===== config.mk =====
export PLATFORM = sky130hd
export DESIGN_NAME = mmio_responder
export DESIGN_NICKNAME = d
export VERILOG_FILES = /design/src/rtl/mmio_responder.sv
export SDC_FILE = /design/constraint.sdc
export NUM_CORES = 1
export LEC_CHECK = 0
export ABC_AREA = 1
export CORE_MARGIN = 2
export CORE_UTILIZATION = 50
export DETAILED_ROUTE_END_ITERATION = 16
export GPL_ROUTABILITY_DRIVEN = 0
export PLACE_DENSITY = 0.73
export SKIP_LAST_GASP = 1
export SLEW_MARGIN = 20
export SYNTH_ARGS = -nofsm -noshare
export SYNTH_HDL_FRONTEND = slang
export SYNTH_SLANG_ARGS = --single-unit

===== constraint.sdc =====
create_clock -name clk -period 2.9 [get_ports clk]
set_clock_uncertainty 0.1 [all_clocks]
set_input_delay 0.58 -clock clk [delete_from_list [all_inputs] [get_ports clk]]
set_output_delay 0.58 -clock clk [all_outputs]
set_load 0.02 [all_outputs]

===== src/rtl/mmio_responder.sv =====
// Memory-mapped responder: cycle counter, countdown timer with interrupt,
// and an output FIFO drained through a valid/ready handshake.
module mmio_responder #(
   parameter logic [31:0] BASE  = 32'hFFFF_FF00,
   parameter int unsigned DEPTH = 8
) (
   input  logic        clk,
   input  logic        rst,
   input  logic        MemEn,
   input  logic        MemWen,
   input  logic [31:0] addr_in,
   input  logic [31:0] data_in,
   output logic [31:0] data_out,
   output logic        sel,
   output logic        irq,
   output logic        print_valid,
   output logic [31:0] print_data,
   input  logic        print_ready
);

   localparam int unsigned PW = (DEPTH > 1) ? $clog2(DEPTH) : 1;
   localparam logic [PW:0] FULL_CNT = (PW+1)'(DEPTH);

   localparam logic [7:0] OFF_CYCLE  = 8'h00;
   localparam logic [7:0] OFF_LOAD   = 8'h04;
   localparam logic [7:0] OFF_CTRL   = 8'h08;
   localparam logic [7:0] OFF_VAL    = 8'h0C;
   localparam logic [7:0] OFF_STATUS = 8'h10;
   localparam logic [7:0] OFF_FIFO   = 8'h14;

   logic [31:0] cycle_q, cycle_d;
   logic [31:0] load_q, load_d;
   logic        en_q, en_d;
   logic        auto_q, auto_d;
   logic        irq_en_q, irq_en_d;
   logic [31:0] val_q, val_d;
   logic        expired_q, expired_d;
   logic        overflow_q, overflow_d;
   logic [31:0] mem_q [DEPTH];
   logic [31:0] mem_d [DEPTH];
   logic [PW-1:0] wptr_q, wptr_d;
   logic [PW-1:0] rptr_q, rptr_d;
   logic [PW:0]   cnt_q, cnt_d;
   logic [31:0] data_out_q, data_out_d;

   logic [7:0]  off;
   logic        aligned;
   logic        wr_ok;
   logic        rd_req;
   logic        full;
   logic        empty;
   logic        push_req;
   logic        push;
   logic        pop;
   logic [31:0] rdata;

   assign sel         = (addr_in[31:8] == BASE[31:8]);
   assign off         = addr_in[7:0];
   assign aligned     = (addr_in[1:0] == 2'b00);
   assign wr_ok       = MemEn & sel & MemWen & aligned;
   assign rd_req      = MemEn & sel & ~MemWen;
   assign full        = (cnt_q == FULL_CNT);
   assign empty       = (cnt_q == '0);
   assign push_req    = wr_ok & (off == OFF_FIFO);
   assign push        = push_req & ~full;
   assign pop         = ~empty & print_ready;

   assign data_out    = data_out_q;
   assign irq         = expired_q & irq_en_q;
   assign print_valid = ~empty;
   assign print_data  = empty ? '0 : mem_q[rptr_q];

   // Read mux over pre-edge state
   always_comb begin
      rdata = '0;
      case (off)
         OFF_CYCLE:  rdata = cycle_q;
         OFF_LOAD:   rdata = load_q;
         OFF_CTRL:   rdata = {29'd0, irq_en_q, auto_q, en_q};
         OFF_VAL:    rdata = val_q;
         OFF_STATUS: rdata = {24'd0, 4'(cnt_q), overflow_q, empty, full, expired_q};
         default:    rdata = '0;
      endcase
   end

   // Next-state: register writes, timer, FIFO and read capture
   always_comb begin
      cycle_d    = cycle_q + 32'd1;
      load_d     = load_q;
      en_d       = en_q;
      auto_d     = auto_q;
      irq_en_d   = irq_en_q;
      val_d      = val_q;
      expired_d  = expired_q;
      overflow_d = overflow_q;
      mem_d      = mem_q;
      wptr_d     = wptr_q;
      rptr_d     = rptr_q;
      cnt_d      = cnt_q;
      data_out_d = data_out_q;

      // W1C clears are applied first so a same-cycle set below wins
      if (wr_ok) begin
         case (off)
            OFF_LOAD: load_d = data_in;
            OFF_CTRL: begin
               en_d     = data_in[0];
               auto_d   = data_in[1];
               irq_en_d = data_in[2];
            end
            OFF_STATUS: begin
               if (data_in[0]) expired_d  = 1'b0;
               if (data_in[3]) overflow_d = 1'b0;
            end
            default: ;
         endcase
      end

      if (wr_ok && off == OFF_CTRL) begin
         if (data_in[0]) val_d = load_q;
      end else if (en_q) begin
         if (val_q > 32'd1) begin
            val_d = val_q - 32'd1;
         end else if (val_q == 32'd1) begin
            expired_d = 1'b1;
            val_d     = auto_q ? load_q : '0;
         end
      end

      // Fullness is judged before any pop, so a same-cycle pop cannot rescue a write
      if (push_req && full) overflow_d = 1'b1;
      if (push) begin
         mem_d[wptr_q] = data_in;
         wptr_d        = wptr_q + 1'b1;
      end
      if (pop) rptr_d = rptr_q + 1'b1;
      if (push && !pop)      cnt_d = cnt_q + 1'b1;
      else if (!push && pop) cnt_d = cnt_q - 1'b1;

      if (rd_req) data_out_d = aligned ? rdata : '0;
   end

   // State registers with asynchronous active-low reset
   always_ff @(posedge clk or negedge rst) begin
      if (!rst) begin
         cycle_q    <= '0;
         load_q     <= '0;
         en_q       <= 1'b0;
         auto_q     <= 1'b0;
         irq_en_q   <= 1'b0;
         val_q      <= '0;
         expired_q  <= 1'b0;
         overflow_q <= 1'b0;
         for (int unsigned i = 0; i < DEPTH; i++) mem_q[i] <= '0;
         wptr_q     <= '0;
         rptr_q     <= '0;
         cnt_q      <= '0;
         data_out_q <= '0;
      end else begin
         cycle_q    <= cycle_d;
         load_q     <= load_d;
         en_q       <= en_d;
         auto_q     <= auto_d;
         irq_en_q   <= irq_en_d;
         val_q      <= val_d;
         expired_q  <= expired_d;
         overflow_q <= overflow_d;
         mem_q      <= mem_d;
         wptr_q     <= wptr_d;
         rptr_q     <= rptr_d;
         cnt_q      <= cnt_d;
         data_out_q <= data_out_d;
      end
   end

endmodule

### Yosys cells after proc, flatten, opt, wreduce, memory -nomap -nowiden

Cells that the tools add are included.

* output and inout bits: 67
* flip-flop bits (word level): 399
* bits of input ports: 69
* logic and storage cells: 100

* bitwise operators: 13
* reduce and logical (&&, ||, !) cells: 20
* equal/unequal tests: 9
* add/subtract/negate cells: 6
* $lt $le $gt $ge: 4
* multiplexer cells: 28

Operators by type and width (number)
* 2-to-1 mux 32 bit: 11
* bitwise mux 256 bit: 1
* one-hot mux 32 bit (5 select lines): 1
* binary-select mux 32 bit (select 3 bit): 1
* demux 32 bit (select 3 bit): 1
* adder 32 x 1 -> 32 bit, second input constant: 1
* equality test 32 x 1 -> 1 bit, second input constant: 1
* > comparator 32 x 1 -> 1 bit, second input constant: 1
* subtractor 32 x 1 -> 32 bit, second input constant: 1
* equality test 24 bit, second input constant: 1
* equality test 8 x 4 -> 1 bit, second input constant: 2
* equality test 8 x 5 -> 1 bit, second input constant: 2
* 2-to-1 mux 1 bit: 11
* nonzero test 2 bit: 5
* AND 1 bit: 8
* equality test 8 x 3 -> 1 bit, second input constant: 1
* >= comparator 4 bit, second input constant: 2
* logical NOT 8 bit: 1
* 2-to-1 mux 4 bit: 2
* NOT 3 -> 4 bit: 2
* adder 3 x 1 -> 3 bit, second input constant: 2
* AND reduction 3 bit: 2
* logical AND 1 bit: 5
* adder 4 x 1 -> 4 bit, second input constant: 1
* other kinds (10): 14

### Logic depth before layout (Yosys ltp)

* depth in word-level cells: 10
* mapped depth: 17
* mapped depth without buffers: 17

### Worst setup path after synthesis

No wires, ideal clock.

* kind: input port to flip-flop
* from: input addr_in[17]
* to: register cnt_q[3]
* slack: 84 ps
* setup time: 125 ps
* data arrival time: 2591 ps
* required time: 2675 ps
* path buffers: 0
* stages on the path: 17
* cells stage by stage: nand2_1 -> nor2_1 -> nand2_1 -> nor2_1 -> nand3_1 -> nor2_1 -> nand4_1 -> a21oi_1 -> ha_1 -> inv_1 -> ha_1 -> and3_1 -> a211oi_1 -> nand2_1 -> nand2_1 -> nor2_1 -> xor2_1

* longest elaborated chain between the ends: 9
* elaborated cells on any way between the ends: 11
* those cells by class: eq/ne (1); mux (1); bitwise (5); reduce/logical (4)

Ends and longest elaborated chain
* start, declared: line 11 `input logic [31:0] addr_in,`
* equality test 24 bit *: line 57 `assign sel = (addr_in[31:8] == BASE[31:8]);`
* AND 1 bit * (3 in a row): line 60 `assign wr_ok = MemEn & sel & MemWen & aligned;`
* AND 1 bit *: line 64 `assign push_req = wr_ok & (off == OFF_FIFO);`
* AND 1 bit *: line 65 `assign push = push_req & ~full;`
* named net push: line 53 `logic push;`
* logical NOT 1 bit: line 138 `else if (!push && pop) cnt_d = cnt_q - 1'b1;`
* logical AND 1 bit: line 138
* nonzero test 2 bit (no source line)
* end signal, assigned: line 171 `cnt_q <= cnt_d;`
* end, declared: line 43 `logic [PW:0] cnt_q, cnt_d;`

Mark *: on every way through the listed nets, which the timed path passes. The rest lies on a longest branch.
A chain may end at the register's enable or synchronous reset.

### Worst setup path in the final report

* from: register rptr_q[0]
* to: output print_data[12]

* longest elaborated chain between the ends: 5

Ends and longest elaborated chain
* start, declared: line 42 `logic [PW-1:0] rptr_q, rptr_d;`
* start signal, assigned: line 170 `rptr_q <= rptr_d;`
* NOT 3 -> 4 bit (implied by the code): line 71 `assign print_data = empty ? '0 : mem_q[rptr_q];`
* binary-select mux 32 bit (select 3 bit): line 71
* 2-to-1 mux 32 bit (implied by the code) (2 in a row): line 71
* 2-to-1 mux 32 bit: line 71
* end, declared: line 17 `output logic [31:0] print_data,`

Every way passes these cells. The select of a mux whose other input is x is not followed.

==> reports/qor.txt <==
TritonCTS Sinks - 399
synthesized flop and latch total - 399
Syn Inst Count - 2885
Slew @ Worst Pin - 0.9077 ns
Seq/Total Area, Yosys - 47.05%
outcome - finished with violations
RSZ-0062 raised after global routing - yes
die height - 210.0 µm
worst r2r dst - cnt_q[3]
Post-layout nets - 3077
Clock Latency Late Sink - 0.59 ns
largest fanout on the critical path - 8
Core Region - 0.04195 mm²
Synthesis Warnings - 0
Vias - 21580
CP top delay family - buffers and inverters
maximum capacitance violations - 0
grt ovf - 0
worst path arrival time - 2.35 ns
fmax - 0.3300 GHz
Tot GR Track Use - 32.66%
P&R area growth vs syn - 21.46%
LEAKAGE - 13.21 nW
routed wire length - 71.92 mm
hold path depth - 2
initial antenna violation count - 2
post-route worst setup slack - -0.1307 ns
Synth Area per Inst - 7.355 µm²
Synth Flop Type - dfrtp_1
Port Buf Inserts - 135
layout cell share with drive strength beyond 1 - 10.62%
Die ar. - 0.04410 mm²
Worst slew margin - 39.49%
min-delay src - mem_q[215]
first-pass GRT wire length - 114.1 mm
Crit Path Category - reg -> out
Mapped Area - 0.02122 mm²
# fillers - 3584
Critical Path RT - 2.22 ns
Reg2Reg Launch Point - cnt_q[2]
Syn Nets - 2963
Cell Pwr Density - 712.8 mW/mm²
ANT nets after route - 0
clock root buffer - clkbuf_16
critical path's slowest cell - dfrtp_4
Final Instance Count excl. Fillers - 3572
Final Setup Violations - 20
Core Rows - 75
Async SR Flop Fraction - 100.0%
Synth cell types - 34
I/O pin cnt - 136
# H-tree levels - 2
period utilization - 104.5%
DPL Wire Length - 45.48 mm
drt wl/cell - 20.13 µm
Final Max Slew Viols - 0
crit path buf inv count - 6
Worst path max stage delay - 0.55 ns
Crit. End Element - output port
final worst path period need - 3.031 ns
WHS - 0.3649 ns
vias per inst - 6.043
critical path, cell by cell - clkinv_8 > buf_12 > buf_8 > clkbuf_2 > buf_4 > o21ai_0 > a31oi_1 > buf_2
initial detailed-routing violation count - 2725
Critical Path Start Type - register
DRC Markers - 0
DR pass1 iterations - 6
TritonCTS clock tree - done
failing checks - negative setup slack
worst vdd ir - 0.4339 mV
Hold Crit Endpoint - mem_q[215]
final core utilization - 61.45%
EDFF count, synth - 0
Final Hold Vio Count - 0
effective utilization at floorplan - 50.59%
clock slew at reported path FFs - 0.06 ns
DIE WIDTH - 210.0 µm
R2R depth - 13
TritonCTS Buffers - 45
Hold Crit Class - reg -> reg
largest buffer count on any clock path - 3
Placed Cells incl. Taps - 3466
r2r setup slk - 0.19 ns
largest net degree at the start of global routing - 95
vias in the first global route - 20990
==> Yosys cell counts (3+ instances only) <==
| library cell | count | area (µm²) |
|---|---|---|
| a211oi_1 | 3 | 22.52 |
| a21oi_1 | 27 | 135.1 |
| a31oi_1 | 33 | 206.5 |
| buf_1 | 12 | 45.04 |
| buf_2 | 48 | 240.2 |
| buf_4 | 16 | 120.1 |
| clkbuf_1 | 163 | 611.8 |
| dfrtp_1 | 399 | 9985 |
| ha_1 | 8 | 100.1 |
| inv_1 | 84 | 315.3 |
| inv_2 | 3 | 11.26 |
| nand2_1 | 1030 | 3866 |
| nand3_1 | 130 | 650.6 |
| nand4_1 | 271 | 1695 |
| nor2_1 | 304 | 1141 |
| nor2_2 | 3 | 18.77 |
| nor3_1 | 15 | 75.07 |
| nor4_1 | 3 | 18.77 |
| o21ai_0 | 232 | 1161 |
| o21ai_1 | 4 | 20.02 |
| o22ai_1 | 34 | 212.7 |
| xnor2_1 | 8 | 70.07 |
| xor2_1 | 41 | 359.1 |
==> cells in the final DEF (no fill, tap or decap), drive strengths merged, types with 2 or more instances in the layout <==
master,count
nand3,130
nor3,15
a211oi,3
bufinv,5
a31oi,33
o21ai,236
a21oi,28
dfrtp,399
inv,87
xor2,41
nand4,271
buf,200
clkdlybuf4s50,101
nor2,308
o2111a,2
nor4,5
clkbuf,67
nand2,1032
o22ai,34
xnor2,8
ha,8
clkinv,10
==> worst reg2reg max path, cell delays in order, from the launching register on <==
cell and delay (ns):
dfrtp_1 0.46, nor3_2 0.22, nand2_1 0.12, buf_12 0.19, nand2_1 0.18, ha_2 0.25
inv_4 0.06, ha_4 0.23, and3_4 0.17, a211oi_4 0.23, nand2_1 0.09, nand2_1 0.09
nor2_1 0.05, xor2_1 0.14
==> worst max-delay path by stage <==
stage	start	to	slack, ns	cells past startpoint
3_3_place_gp	addr_in[17]	cnt_q[3]	-0.46	18
5_1_grt	rptr_q[0]	print_data[12]	-0.18	8
3_5_place_dp	addr_in[20]	cnt_q[3]	-0.64	18
4_1_cts	rptr_q[0]	print_data[23]	-0.08	7
2_1_floorplan	addr_in[17]	cnt_q[3]	0.08	17
6_report	rptr_q[0]	print_data[12]	-0.13	8
==> through the flow <==
stage / total power [mW] / instance area (µm²) / setup slack, ns / setup TNS, ns
2_1_floorplan: 9.048 / 21220 / 0.08355 / 0
3_3_place_gp: 11.65 / 23810 / -0.4596 / -0.5332
3_5_place_dp: 11.66 / 23810 / -0.6356 / -0.8698
4_1_cts: 18.02 / 25600 / -0.08453 / -1.011
5_1_grt: 19.06 / 25770 / -0.1848 / -2.974
6_report: 18.37 / 25770 / -0.1307 / -0.8425
==> layout make-up <==
class                           count  area, µm²  share of cell area [%]
Tap cell                          539      674.4                   2.617
Clock buffer                       65       1313                   5.092
Multi-Input combinational cell   2160      10050                   39.00
Antenna cell                        1      2.502                0.009709
Clock inverter                     15      219.0                  0.8495
Timing Repair Buffer              306       3182                   12.34
Sequential cell                   399       9990                   38.76
Inverter                           87      344.1                   1.335
==> state kept, by name, summed over array words and instances (netlist names), 3 cells and up <==
signal / flops
val_q: 32
mem_q: 256
rptr_q: 3
cycle_q: 32
data_out: 32
cnt_q: 4
load_q: 32
wptr_q: 3
==> per-layer routing <==
layer	track usage [%]	share of wire (%)	vias up	wire, µm
met4	17.29	5.1	2	3695
li1	-	-	9794	-
met5	0	0.015	-	11
met2	53.08	47	1226	34110
met1	41.84	38	10300	27380
met3	5.989	9.3	259	6718
==> report_power, final <==
group          total, mW  internal [mW]  switching (mW)
clock               5.96           3.59            2.38
sequential          5.72           5.63          0.0967
combinational       6.69           2.58            4.10
total               18.4           11.8            6.58
==> kinds of logic (layout without fill, tap and decap cells) <==
kind of cell               after synthesis  count (layout)  synth area share (%)
xor gates and xnor gates                49              49                 2.022
DFF                                    399             399                 47.05
muxes                                    1               1               0.05306
adders and majority gates                9               9                0.5661
AOI/OAI and AO/OA                      337             337                 8.467
and+or+nand+nor                       1764            1764                 35.51
buffers and inverters                  326             473                 6.333
other                                    0               1                     0
==> repair_timing <==
item / 4_1_cts / 5_1_grt
setup endpoints to repair: 33 / 32
pin swaps: 8 / 31
hold buffers: 1 / 0
setup buffers: 8 / 10
resized for setup: 203 / 58
hold endpoints to repair: 51 / 0
cloned: 7 / 1
(Power assumes the default switching activity.)
